--- src/rtl/mod_aes_pkg.sv ---
// Shared AES byte-state helpers: byte type, ShiftRows row offsets and the
// column-count legality check used at elaboration.
package mod_aes_pkg;

   typedef logic [7:0] byte_t;

   // Row 0 never moves; the 256-bit state (NB=8) widens the offsets of rows 2 and 3 by one.
   function automatic int row_offset(input int r, input int nb);
      if (r == 0) return 0;
      if (nb == 8 && r >= 2) return r + 1;
      return r;
   endfunction

   function automatic bit nb_legal(input int nb);
      return (nb == 4) || (nb == 6) || (nb == 8);
   endfunction

   function automatic int src_col(input int c, input int r, input int nb, input bit inv);
      int off;
      off = row_offset(r, nb);
      if (inv) return (c - off + nb) % nb;
      return (c + off) % nb;
   endfunction

endpackage

--- src/rtl/mod_pipe_stage.sv ---
// One register slice of the valid/ready pipe; the parent decides when it may
// load (empty, or its successor is loading this cycle).
module mod_pipe_stage #(
   parameter int W = 8
) (
   input  logic         clk,
   input  logic         rst,
   input  logic         flush,
   input  logic         load,
   input  logic         in_valid,
   input  logic [W-1:0] in_data,
   output logic         out_valid,
   output logic [W-1:0] out_data
);

   // Payload only changes when a real word arrives, so idle outputs stay quiet.
   always_ff @(posedge clk or posedge rst) begin
      if (rst) begin
         out_valid <= 1'b0;
         out_data  <= '0;
      end else if (flush) begin
         out_valid <= 1'b0;
      end else if (load) begin
         out_valid <= in_valid;
         if (in_valid) begin
            out_data <= in_data;
         end
      end
   end

endmodule

--- src/rtl/mod_shiftrows_pipe.sv ---
// AES ShiftRows / InvShiftRows applied combinationally at the input, followed
// by STAGES elastic register slices carrying {valid, inv, data}.
module mod_shiftrows_pipe
   import mod_aes_pkg::*;
#(
   parameter int  NB     = 4,
   parameter int  STAGES = 2,
   localparam int BYTES  = 4 * NB,
   localparam int LW     = $clog2(STAGES + 1)
) (
   input  logic                  clk,
   input  logic                  rst,
   input  logic                  in_valid,
   output logic                  in_ready,
   input  logic                  in_inv,
   input  logic [BYTES-1:0][7:0] in_data,
   input  logic                  flush,
   output logic                  out_valid,
   input  logic                  out_ready,
   output logic                  out_inv,
   output logic [BYTES-1:0][7:0] out_data,
   output logic [LW-1:0]         level
);

   localparam int PW = 1 + 8 * BYTES;
   localparam int IW = $clog2(BYTES);

   if (!nb_legal(NB)) begin : g_bad_nb
      $error("mod_shiftrows_pipe: NB must be 4, 6 or 8");
   end
   if (STAGES < 1 || STAGES > 4) begin : g_bad_stages
      $error("mod_shiftrows_pipe: STAGES must be in 1..4");
   end

   byte_t [BYTES-1:0] shifted;
   logic [PW-1:0]     head;
   logic [STAGES-1:0] sv;
   logic [STAGES-1:0] load;
   logic [PW-1:0]     sd [STAGES];
   logic              accept_in;
   logic              accept_out;

   // Both rotations are static wiring; the mode bit just picks between them per byte.
   always_comb begin
      shifted = '0;
      for (int c = 0; c < NB; c++) begin
         for (int r = 0; r < 4; r++) begin
            shifted[IW'(4 * c + r)] = in_inv ? in_data[IW'(4 * src_col(c, r, NB, 1'b1) + r)]
                                             : in_data[IW'(4 * src_col(c, r, NB, 1'b0) + r)];
         end
      end
   end

   assign head = {in_inv, shifted};

   // Ready ripples back from the output: a slice may take a word if it is empty or draining.
   always_comb begin
      load = '0;
      load[STAGES-1] = !sv[STAGES-1] || out_ready;
      for (int k = STAGES - 2; k >= 0; k--) begin
         load[k] = !sv[k] || load[k+1];
      end
   end

   assign in_ready   = load[0] && !flush && !rst;
   assign accept_in  = in_valid && in_ready;
   assign out_valid  = sv[STAGES-1];
   assign accept_out = out_valid && out_ready;
   assign {out_inv, out_data} = sd[STAGES-1];

   for (genvar k = 0; k < STAGES; k++) begin : g_stage
      logic          stg_in_valid;
      logic [PW-1:0] stg_in_data;

      if (k == 0) begin : g_head
         assign stg_in_valid = accept_in;
         assign stg_in_data  = head;
      end else begin : g_body
         assign stg_in_valid = sv[k-1];
         assign stg_in_data  = sd[k-1];
      end

      mod_pipe_stage #(.W(PW)) u_stage (
         .clk      (clk),
         .rst      (rst),
         .flush    (flush),
         .load     (load[k]),
         .in_valid (stg_in_valid),
         .in_data  (stg_in_data),
         .out_valid(sv[k]),
         .out_data (sd[k])
      );
   end

   // Occupancy tracks handshakes so a simultaneous enter/leave nets to zero.
   always_ff @(posedge clk or posedge rst) begin
      if (rst) begin
         level <= '0;
      end else if (flush) begin
         level <= '0;
      end else if (accept_in && !accept_out) begin
         level <= level + LW'(1);
      end else if (!accept_in && accept_out) begin
         level <= level - LW'(1);
      end
   end

endmodule
--- config.mk ---
export PLATFORM = sky130hd
export DESIGN_NAME = mod_shiftrows_pipe
export DESIGN_NICKNAME = d
export VERILOG_FILES = /design/src/rtl/mod_aes_pkg.sv /design/src/rtl/mod_pipe_stage.sv /design/src/rtl/mod_shiftrows_pipe.sv
export SDC_FILE = /design/constraint.sdc
export NUM_CORES = 1
export LEC_CHECK = 0
export CORE_UTILIZATION = 34
export CTS_CLUSTER_SIZE = 16
export DETAILED_ROUTE_END_ITERATION = 12
export PLACE_DENSITY = 0.81
export SYNTH_ARGS = -nofsm -noshare
export SYNTH_HDL_FRONTEND = slang
export SYNTH_SLANG_ARGS = --single-unit
--- constraint.sdc ---
create_clock -name clk -period 3 [get_ports clk]
set_clock_uncertainty 0.2 [all_clocks]
set_input_delay 0.3 -clock clk [delete_from_list [all_inputs] [get_ports clk]]
set_output_delay 0.3 -clock clk [all_outputs]
set_load 0.01 [all_outputs]
==> results.txt, run 1 <==
The top cell type by total area after synthesis was sky130_fd_sc_hd__dfrtp_1. Count of input and output buffers: 106. The congestion estimate from routability-driven global placement came to 0.739. The tools report the total number of clock tree sinks as 102. In this run the power density over the cells is 758 nW/um^2. The largest family of logic cells by synthesized area is multiplexers.

The post-route core utilization was 45.6%; the clock latency at the later pin of the worst-skew pair was 0.34 ns. Xor/xnor share of the synthesized area: 0%. The first global-routing pass estimated 13100 um of wire.

In this run the deepest clock path goes through 2 buffers. The die covers 13800 sq um. The share of Yosys cell area claimed by the top area cell type works out to 56.3%. Setup violations remaining at the end of the flow were counted as 0. Setup repair after global routing left no endpoint under its margin.

267 I/O pins were placed. The tools report the global route total overflow as 0. The path with the worst hold slack has its endpoint at g_stage[0].u_stage.out_data[3]. Detailed-placement wirelength estimate: 5730 um. The class of the tightest hold or removal check is reg -> reg.

In the final routed layout, each cell accounts on average for 13.2 um. Counting the fill cells in the layout gives 1168. Once the floorplan was initialized, standard cells occupied 35.3% of the core. For the mapped cell area, the log shows 4530 sq um. The standard cell core area was 12800 sq um; the final net count was 561. Static leakage: 2.59 nW. Buffers inserted to repair hold after CTS numbered 0. Buffers inserted during clock tree synthesis total 9.

The tools report the critical path data required time as 2.50 ns. Once the clock tree was built, the resizer swapped 0 gates to a different size. The cell chosen for the clock root is sky130_fd_sc_hd__clkbuf_16.

The most common cell in the synthesized netlist is sky130_fd_sc_hd__dfrtp_1. Data arrives at the worst endpoint at 1.79 ns. Once routing completed, OpenROAD measured the worst setup slack at 0.712 ns. The tools report the launching element of the worst setup path as flush. Of the total synthesized cell area, the portion taken by AND, OR, NAND and NOR gates is 2.18%. The number of library cell types mapped by synthesis was 27.

The tools report the DRC marker count from the first detailed-route iteration as 92. The register-to-register path setup slack came out at 1.08 ns. The floorplan has 41 rows. Flip-flop and latch count after synthesis: 102. The first detailed-routing pass took 4 iterations.

For the worst flop-to-flop path, the logic depth is 4. Pin count of the biggest net entering global routing: 55. The H-tree was split into 3 levels. The initial antenna violation count is 0, and the final total power is 4.43 mW.

The worst hold path stage count was 1. The via count of the first global-routing pass came out at 2625. Using the TritonRoute via totals, the vias-per-cell ratio works out to 4.19. Hold is met by 0.290 ns. The final layout contains routed wiring with a total length of 7980 um.

TritonCTS built the clock tree. In this run the most critical hold path is launched from g_stage[0].u_stage.out_data[3]. The count of flip-flops with a built-in enable after synthesis was 0. Of the cells placed in the final design, the portion with a size suffix greater than 1 is 28.0%.

The clock-pin slew on the worst setup and hold paths was 0.06 ns. The dominant register cell in the synthesized netlist was sky130_fd_sc_hd__dfrtp_1. The run gives 0.673 ns as the minimum setup slack after placement. During synthesis, Yosys emitted a total of 0 warnings. Counting flops with an async set or reset pin after synthesis yields a share of 100%. Adder and majority gate portion of the synthesized area: 0%. Measured against its own limit, the worst slew margin works out to 56.9%. The antenna cell count is 0, and the overall die height is 117 um. Counting I/O delays and the setup requirement, the final critical path takes 2.29 ns. Timing would allow up to 0.437 GHz. Each instance of the synthesized netlist takes up on average 14.4 sq um. The worst setup path category was in -> out. The total of max-cap violations is 0. In this run the horizontal extent of the chip is 117 um. The number of setup buffers added after CTS was 0; the register area share after synthesis was 56.3%.

Layout overhead on the synthesized area: 28.9%. Endpoint of the most critical register-to-register path: g_stage[1].u_stage.out_data[40]. The share of the clock period used by the worst path after layout came out at 76.3%. The commonest cells after synthesis are sky130_fd_sc_hd__dfrtp_1, sky130_fd_sc_hd__mux2_2, sky130_fd_sc_hd__buf_4, sky130_fd_sc_hd__mux2_4. The flow ran to the end, and the final reports show no timing, DRC or antenna violations. Transition at the pin with the smallest max-transition slack: 0.647 ns. In the post-synthesis netlist, the biggest area contributors are sky130_fd_sc_hd__dfrtp_1, sky130_fd_sc_hd__mux2_2, sky130_fd_sc_hd__buf_4, sky130_fd_sc_hd__mux2_4, sky130_fd_sc_hd__mux2_1.

The sum of negative setup slack came out at 0 ns. The count of endpoints failing hold in the final timing report was 0; the total count of max-transition violations in the final report was 0. The detail route stage leaves a number of antenna-violating nets equal to 0. The run gives 12.1% as the total global routing track utilization. The routed layout has 2530 vias.

STA classifies the critical path startpoint as an input pin. After technology mapping, the gate count stands at 315. In the synthesized netlist, mux cells make up 25.4% of the area.

The worst register-to-register path begins at g_stage[1].u_stage.out_valid. Area fraction in compound gates after synthesis: 0.966%. The highest fanout seen on the critical path works out to 7. VDD sags by at most 0.428 mV. For the number of remaining DRC errors, the log shows 0.

The worst setup path is captured at a primary output.
power by group:
part	total, mW	internal (mW)	switching, mW
sequential	1.92	1.73	0.189
combinational	1.16	0.743	0.413
clock	1.35	0.862	0.486
cell usage in the layout (no fill, tap or decap), types with 2 or more instances in the layout:
cell type                         instances
sky130_fd_sc_hd__clkbuf_16                9
sky130_fd_sc_hd__mux2_1                   5
sky130_fd_sc_hd__mux2_4                  10
sky130_fd_sc_hd__and2_1                   2
sky130_fd_sc_hd__bufinv_16                3
sky130_fd_sc_hd__nor2_1                   3
sky130_fd_sc_hd__o21ai_0                  2
sky130_fd_sc_hd__mux2_2                  84
sky130_fd_sc_hd__clkdlybuf4s50_1        106
sky130_fd_sc_hd__conb_1                  80
sky130_fd_sc_hd__clkbuf_8                 2
sky130_fd_sc_hd__dfrtp_1                102
sky130_fd_sc_hd__buf_4                    6
cell type report:
class,count,area (sq um),area share [%]
clock inverter,5,104,1.78
timing repair buffer,112,1110,18.9
tap,172,215,3.68
sequential,102,2550,43.7
multi-input combinational,200,1600,27.4
inverter,2,11.3,0.193
clock buffer,11,253,4.33
sequential cells by signal (all words and copies together), names as in the netlist:
name / cells
g_stage.u_stage.out_data: 98
level: 2
g_stage.u_stage.out_valid: 2
how the worst max path moves through the flow:
stage	endpoint	slack [ns]
floorplan	g_stage[0].u_stage.out_data[0]	1.28
CTS	in_ready	0.71
detailed placement	g_stage[1].u_stage.out_data[32]	0.67
global placement	g_stage[1].u_stage.out_data[32]	0.69
finish	in_ready	0.71
global route	in_ready	0.64
routing by layer:
metal	vias up	wire, um	track usage, %	share of wire, %
met5	-	0	0	0
met4	0	115	4.73	1.4
met3	10	616	4.99	7.7
met2	122	4160	20.6	52
met1	1274	3080	13.4	39
li1	1124	-	-	-
kinds of logic after synthesis:
logic type / Yosys count
flip-flops: 102
multiplexers: 99
AO/OA/AOI/OAI: 6
buffers and inverters: 92
other: 1
AND/OR/NAND/NOR: 15
worst max-delay path, cell delays in order:
cell	delay, ns
sky130_fd_sc_hd__clkdlybuf4s50_1	0.53
sky130_fd_sc_hd__nor2_2	0.25
sky130_fd_sc_hd__and2_1	0.18
sky130_fd_sc_hd__clkdlybuf4s50_1	0.53
metrics by stage:
step	area [sq um]	instances
CTS	5840	604
global placement	5490	588
global route	5840	604
floorplan	4830	394
detailed placement	5490	588
finish	5840	604
Note: power is estimated with default switching activity, not from simulation.
==> inputs of run 2 (changes only) <==
--- a/config.mk
+++ b/config.mk
@@ -5,10 +5,10 @@
 export SDC_FILE = /design/constraint.sdc
 export NUM_CORES = 1
 export LEC_CHECK = 0
-export CORE_UTILIZATION = 34
+export CORE_UTILIZATION = 38
 export CTS_CLUSTER_SIZE = 16
 export DETAILED_ROUTE_END_ITERATION = 12
-export PLACE_DENSITY = 0.81
+export PLACE_DENSITY = 0.86
 export SYNTH_ARGS = -nofsm -noshare
 export SYNTH_HDL_FRONTEND = slang
 export SYNTH_SLANG_ARGS = --single-unit
==> constraint.sdc (replaced) <==
create_clock -name clk -period 2.35 [get_ports clk]
set_clock_uncertainty 0.2 [all_clocks]
set_input_delay 0.235 -clock clk [delete_from_list [all_inputs] [get_ports clk]]
set_output_delay 0.235 -clock clk [all_outputs]
set_load 0.01 [all_outputs]
==> run 2 against run 1 <==
Compared with the run above: the run now ends with DRC left; non-clock buffer count unchanged; hold slack worse by 0.032 ns; die area down 10%; wire length up 0.54%; cell count down 4.8%; design area down 0.45%; combinational power up 28%; critical path depth unchanged; largest power group unchanged.
==> results.txt, run 2 (same netlist as run 1, synthesis figures left out) <==
The flow ran to the end, but the final reports show violations. The final reports fail on DRC. The logs give 65.3% (was 56.9%) for the worst-case headroom to the max-slew limit and 5500 sq um (was 5490 sq um) for the post-placement cell area. Biggest registers after layout: g_stage.u_stage.out_data x98, g_stage.u_stage.out_valid x2, level x2 (unchanged). The first-pass GRT wire length came out at 13100 um (about the same). The DRC marker count from the first detailed-route iteration is 108 (was 92), and the number of flip-flops under the largest register name is 98 (unchanged). The switching share of total power is 25.1% (was 24.6%).

For the row count, the log shows 39 (was 41). TritonCTS built the clock tree. The total number of clock tree sinks was 102 (unchanged); the number of buffers inserted during clock tree synthesis was 9 (unchanged).

In the finished design, the share of the clock period the worst path needs comes to 90.6%. The fraction of final layout cells with drive strength greater than 1 is 27.5% (was 28.0%). The count of vias placed by the detailed router came out at 2499 (was 2530). The tools report the critical path data required time as 1.91 ns (was 2.50 ns).

The tools report the count of instances resized after the clock tree is built as 0 (unchanged). The class of the tightest hold or removal check is in -> async (was reg -> reg). The total of max-cap violations is 0 (unchanged). The clock-pin slew on the worst setup and hold paths works out to 0.06 ns (about the same). The tools report the cell chosen for the clock root as sky130_fd_sc_hd__clkbuf_16 (unchanged). The detailed-placement wirelength estimate was 5660 um (was 5730 um).

Element type at the critical path start: an input pin (unchanged). The tools report the kind of end point of the critical path as a primary output (unchanged). For the power spent charging and discharging nets, the log shows 1.38 mW (was 1.09 mW). Number of remaining DRC errors: 36 (was 0).

The transition at the pin with the smallest max-transition slack came out at 0.521 ns (was 0.647 ns). The logs give 561 (unchanged) for the final net count and 0 (unchanged) for the number of setup buffers added after CTS. The tools report the static leakage as 2.58 nW (was 2.59 nW).

The clock network power share is 28.4% (was 30.4%). The tools report the antenna cell count as 0 (unchanged). The commonest non-fill, non-tap cell in the layout was sky130_fd_sc_hd__clkdlybuf4s50_1 (unchanged). The worst path arrival time came out at 1.69 ns (was 1.79 ns). The global route total overflow came out at 0 (unchanged). Overall die height: 111 um (was 117 um).

The count of input and output buffers was 106 (unchanged); the post-route core utilization was 50.5% (was 45.6%). The logs give 44.5% (was 43.4%) for the sequential share of power and 0 (unchanged) for the number of endpoints failing setup at the final stage. The number of I/O pins is 267 (unchanged), and the largest vdd supply drop is 0.446 mV (was 0.428 mV). The run gives 4.13 mW (was 3.34 mW) as the design internal power. The run gives 3 (unchanged) as the H-tree depth. The full die area was 12400 sq um (was 13800 sq um); the power density over the cells was 948 nW/um^2 (was 758 nW/um^2). The routed design could run at a clock period as short as 2.13 ns. The logs give 2 (unchanged) for the worst-case clock buffer depth and 8 (was 4) for the number of optimization iterations in the first detailed-route pass.

The average via count per standard cell is 4.35 (was 4.19). The tools report the initial antenna violation count as 0 (unchanged). The logs give 39.4% (was 35.3%) for the starting density of the core and 0 (unchanged) for the hold buffer count at cts.

The pin count of the biggest net entering global routing is 61 (was 55). Highest-count cells in the layout ignoring fill and taps: sky130_fd_sc_hd__clkdlybuf4s50_1, sky130_fd_sc_hd__dfrtp_1, sky130_fd_sc_hd__mux2_2, sky130_fd_sc_hd__conb_1, sky130_fd_sc_hd__mux2_4 (unchanged). The routability congestion estimate is 0.677 (was 0.739), and the final total power is 5.51 mW (was 4.43 mW).

Layout overhead on the synthesized area: 28.3% (was 28.9%). The clock latency at the later pin of the worst-skew pair was 0.34 ns (about the same). Setup repair after global routing left no endpoint under its margin. The worst setup path category is in -> out (unchanged).

The sum of negative setup slack is 0 ns (unchanged), and the wire length per cell after detailed routing is 13.9 um (was 13.2 um). The via count of the first global-routing pass came out at 2653 (was 2625). Sum of routed wire length over all layers: 8020 um (was 7980 um). The run gives 27.1% (was 26.1%) as the combinational share of power.

Register containing the most flip-flops in the final layout: g_stage.u_stage.out_data (unchanged). Remaining number of nets flagged by the antenna check after routing: 0 (unchanged). The total global routing track utilization came out at 13.8% (was 12.1%). The x dimension of the die was 111 um (was 117 um); the count of endpoints failing hold in the final timing report was 0 (unchanged).

The standard cell core area came out at 11500 sq um (was 12800 sq um). The timing-limited maximum frequency came out at 0.470 GHz. The highest fanout seen on the critical path was 7 (unchanged). The total count of max-transition violations in the final report came out at 0 (unchanged). The area of all placed cells without fillers came out at 5820 sq um (was 5840 sq um).
==> run 2: changes by cell type in the layout (fill, tap and decap cells not counted) <==
cell,previous run,this run
sky130_fd_sc_hd__buf_12,0,4
sky130_fd_sc_hd__buf_4,6,2
sky130_fd_sc_hd__bufinv_16,3,2
sky130_fd_sc_hd__clkbuf_1,0,2
sky130_fd_sc_hd__clkbuf_8,2,1
sky130_fd_sc_hd__clkinv_2,1,2
sky130_fd_sc_hd__inv_6,1,0
==> run 2: layout make-up <==
class | count | area (sq um)
Tap cell | 143 | 179
Inverter | 2 | 11.3
Timing Repair Buffer | 112 | 1160
Fill cell | 992 | 5700
Multi-Input combinational cell | 200 | 1600
Clock inverter | 4 | 70.1
Clock buffer | 12 | 246
Sequential cell | 102 | 2550
==> run 2: worst paths after layout <==
check	startpoint	endpoint	slack, ns	cells after the start
setup / recovery	flush	in_ready	0.22	4
hold / removal	rst	g_stage[1].u_stage.out_valid	0.26	3
setup reg to reg	g_stage[1].u_stage.out_valid	g_stage[1].u_stage.out_data[32]	0.59	4
hold reg to reg	g_stage[0].u_stage.out_data[5]	g_stage[0].u_stage.out_data[5]	0.29	1
max in group asynchronous	rst	g_stage[0].u_stage.out_data[27]	1.23	3
min in group clk	in_data[1]	g_stage[0].u_stage.out_data[1]	0.29	2
==> run 2: through the flow <==
step,setup slack (ns),instances,hold slack (ns)
2_1_floorplan,0.652,394,0.101
3_3_place_gp,0.257,559,0.268
3_5_place_dp,0.219,559,0.279
4_1_cts,0.233,575,0.248
5_1_grt,0.138,575,0.275
6_report,0.222,575,0.258
==> run 2: routing by layer <==
metal | up-vias | global-route usage, % | share of wire, %
met2 | 125 | 22.6 | 50
met1 | 1238 | 16.1 | 40
met4 | 0 | 5.14 | 1.1
met5 | - | 0 | 0
met3 | 7 | 5.90 | 8.7
li1 | 1129 | - | -
==> run 2: power by group through the flow <==
| stage | sequential, mW | clock, mW | combinational (mW) |
|---|---|---|---|
| 3_5_place_dp | 2.48 | 0 | 1.50 |
| 2_1_floorplan | 2.58 | 0 | 0.652 |
| 4_1_cts | 2.46 | 1.61 | 1.51 |
| 3_3_place_gp | 2.45 | 0 | 1.46 |
| 5_1_grt | 2.51 | 1.68 | 1.60 |
| 6_report | 2.45 | 1.57 | 1.49 |
==> run 2: critical path, stage by stage <==
cell	delay, ns
sky130_fd_sc_hd__clkdlybuf4s50_1	0.53
sky130_fd_sc_hd__nor2_2	0.24
sky130_fd_sc_hd__and2_1	0.15
sky130_fd_sc_hd__clkdlybuf4s50_1	0.53
==> inputs of run 3 (changes only) <==
--- a/config.mk
+++ b/config.mk
@@ -5,10 +5,13 @@
 export SDC_FILE = /design/constraint.sdc
 export NUM_CORES = 1
 export LEC_CHECK = 0
+export CORE_ASPECT_RATIO = 0.8
 export CORE_UTILIZATION = 38
 export CTS_CLUSTER_SIZE = 16
 export DETAILED_ROUTE_END_ITERATION = 12
+export MAX_ROUTING_LAYER = met4
 export PLACE_DENSITY = 0.86
+export SETUP_SLACK_MARGIN = 0.2
 export SYNTH_ARGS = -nofsm -noshare
 export SYNTH_HDL_FRONTEND = slang
 export SYNTH_SLANG_ARGS = --single-unit
==> run 3 against run 2 <==
Compared with the run above: the flow now finishes without violations; first-iteration DRC count fell by 60%; combinational power barely moved; register-to-register slack improved by 0.02 ns; highest routed layer unchanged.
==> results.txt, run 3 (same netlist as run 1, synthesis figures left out) <==
The flow ran to the end, and the final reports show no timing, DRC or antenna violations. The fraction of final layout cells with drive strength greater than 1 works out to 27.8% (was 27.5%). The routability congestion estimate is 0.675 (was 0.677). The number of flip-flops under the largest register name is 98 (unchanged).

Kind of end point of the critical path: a primary output (unchanged). The largest stage delay on the critical path works out to 0.54 ns (was 0.53 ns). The run gives 1.91 ns (about the same) as the critical path data required time. The class of the tightest hold or removal check was in -> reg (was in -> async). The wire length per cell after detailed routing was 14.0 um (was 13.9 um); the clock-pin slew on the worst setup and hold paths was 0.06 ns (about the same).

The tools report the total of max-cap violations as 0 (unchanged). The DRC marker count from the first detailed-route iteration came out at 43 (was 108). The initial antenna violation count was 0 (unchanged).

The overall die height was 99.7 um (was 111 um); the total count of max-transition violations in the final report was 0 (unchanged). The commonest non-fill, non-tap cell in the layout is sky130_fd_sc_hd__clkdlybuf4s50_1 (unchanged). Biggest registers after layout: g_stage.u_stage.out_data x98, g_stage.u_stage.out_valid x2, level x2 (unchanged). The tools report the cell chosen for the clock root as sky130_fd_sc_hd__clkbuf_16 (unchanged). The logs give 14.1% (was 13.8%) for the total global routing track utilization and 0 (unchanged) for the count of endpoints failing hold in the final timing report.

The logs give 8120 um (was 8020 um) for the sum of routed wire length over all layers and 9 (unchanged) for the number of buffers inserted during clock tree synthesis. X dimension of the die: 124 um (was 111 um). The H-tree depth is 3 (unchanged).

The global route total overflow was 0 (unchanged). The via count of the first global-routing pass is 2592 (was 2653). Family with the most delay on the worst path: buffers and inverters (unchanged). For the largest vdd supply drop, the log shows 0.416 mV (was 0.446 mV). Cell chain of the critical path: clkdlybuf4s50_1 -> nor2_4 -> and2_1 -> clkdlybuf4s50_1 (was clkdlybuf4s50_1 -> nor2_2 -> and2_1 -> clkdlybuf4s50_1). The final critical-path required period works out to 2.08 ns (was 2.13 ns). The run gives 267 (unchanged) as the number of I/O pins. TritonCTS built the clock tree. The logs give 2522 (was 2499) for the count of vias placed by the detailed router and 2.58 nW (about the same) for the static leakage. The element type at the critical path start was an input pin (unchanged). The logs give 0 (unchanged) for the antenna cell count and 12700 um (was 13100 um) for the first-pass GRT wire length. Share of the clock period used by the worst path after layout: 88.4% (was 90.6%). The run gives 561 (unchanged) as the final net count. The run gives 102 (unchanged) as the total number of clock tree sinks. For the number of remaining DRC errors, the log shows 0 (was 36). The register containing the most flip-flops in the final layout was g_stage.u_stage.out_data (unchanged). The power density over the cells was 928 nW/um^2 (was 948 nW/um^2); the average via count per standard cell was 4.35 (about the same). Remaining number of nets flagged by the antenna check after routing: 0 (unchanged). The standard cell core area is 11600 sq um (was 11500 sq um), and the worst-case headroom to the max-slew limit is 62.7% (was 65.3%). The row count was 35 (was 39).

The worst setup path category was in -> out (unchanged). The starting density of the core was 39.2% (was 39.4%). The layout overhead on the synthesized area came out at 28.3% (about the same). The pin count of the biggest net entering global routing came out at 103 (was 61). The final total power is 5.40 mW (was 5.51 mW).

Setup repair after global routing left no endpoint under its margin. The number of buffer and inverter stages on the critical path was 2 (unchanged). Highest-count cells in the layout ignoring fill and taps: sky130_fd_sc_hd__clkdlybuf4s50_1, sky130_fd_sc_hd__dfrtp_1, sky130_fd_sc_hd__mux2_2, sky130_fd_sc_hd__conb_1, sky130_fd_sc_hd__mux2_4 (unchanged).

The worst path arrival time is 1.64 ns (was 1.69 ns). The highest fanout seen on the critical path works out to 5 (was 7). The count of input and output buffers is 106 (unchanged). The sum of negative setup slack is 0 ns (unchanged). The tools report the full die area as 12400 sq um (about the same).

The tools report the clock latency at the later pin of the worst-skew pair as 0.34 ns (about the same). The timing-limited maximum frequency was 0.481 GHz (was 0.470 GHz); the worst-case clock buffer depth was 2 (unchanged). The detailed-placement wirelength estimate is 5680 um (was 5660 um).

The critical path's most frequent cell is sky130_fd_sc_hd__clkdlybuf4s50_1 (unchanged). The run gives 4 (was 8) as the number of optimization iterations in the first detailed-route pass. The number of endpoints failing setup at the final stage came out at 0 (unchanged). The standard cell with the maximum stage delay on the critical path is sky130_fd_sc_hd__clkdlybuf4s50_1 (unchanged). Transition at the pin with the smallest max-transition slack: 0.559 ns (was 0.521 ns).
==> run 3: where the power goes <==
part	leakage (nW)	total [mW]	switching (mW)	internal [mW]
registers	1.23	2.45	0.234	2.21
logic	1.21	1.49	0.536	0.957
clock network	0.134	1.46	0.637	0.822
==> run 3: final cells by class <==
| type | instances | area (sq um) |
|---|---|---|
| fill | 968 | 5740 |
| sequential | 102 | 2550 |
| multi-input combinational | 200 | 1610 |
| timing repair buffer | 112 | 1170 |
| clock buffer | 10 | 229 |
| tap | 148 | 185 |
| clock inverter | 6 | 62.6 |
| inverter | 2 | 11.3 |
==> run 3: through the flow <==
step / util, % / instance area, sq um / instances / setup slack (ns) / hold slack (ns)
floorplan: - / 4830 / 394 / 0.652 / 0.101
global placement: 47.7 / 5510 / 563 / 0.243 / 0.267
detailed placement: 47.7 / 5510 / 563 / 0.188 / 0.275
CTS: 50.2 / 5810 / 579 / 0.229 / 0.266
global route: 50.3 / 5820 / 580 / 0.210 / 0.0804
finish: 50.3 / 5820 / 580 / 0.272 / 0.0655
==> run 3: final timing paths <==
kind                                                start                         endpoint  slack, ns  depth (start not counted)
max in group asynchronous                             rst   g_stage[1].u_stage.out_data[2]       1.19                          3
hold reg to reg            g_stage[0].u_stage.out_data[1]   g_stage[0].u_stage.out_data[1]       0.29                          1
setup / recovery                                      rst                         in_ready       0.27                          4
hold / removal                                      flush     g_stage[1].u_stage.out_valid       0.07                          2
min in group asynchronous                             rst     g_stage[0].u_stage.out_valid       0.30                          3
setup reg to reg             g_stage[1].u_stage.out_valid  g_stage[1].u_stage.out_data[35]       0.61                          4
==> run 3: metal layers <==
metal  share of wire (%)  global-route usage, %  vias to the layer above
met3                 8.1                   5.56                       13
met1                  40                   15.2                     1277
li1                    -                      -                     1129
met5                   0                      -                        -
met4                 1.6                   5.77                        0
met2                  51                   22.9                      103
==> run 3: what timing repair did <==
item,CTS,global route
setup endpoints to repair,1,1
resized for setup,1,1
hold buffers,0,0
pin swaps,0,1
setup buffers,0,1
==> run 3: worst reg2reg max path: cells and delay by family (launching register included) <==
family / cells / cell delay [ns]
buffers and inverters: 1 / 0.21
multiplexers: 1 / 0.38
flip-flops: 1 / 0.43
AND/OR/NAND/NOR: 2 / 0.41
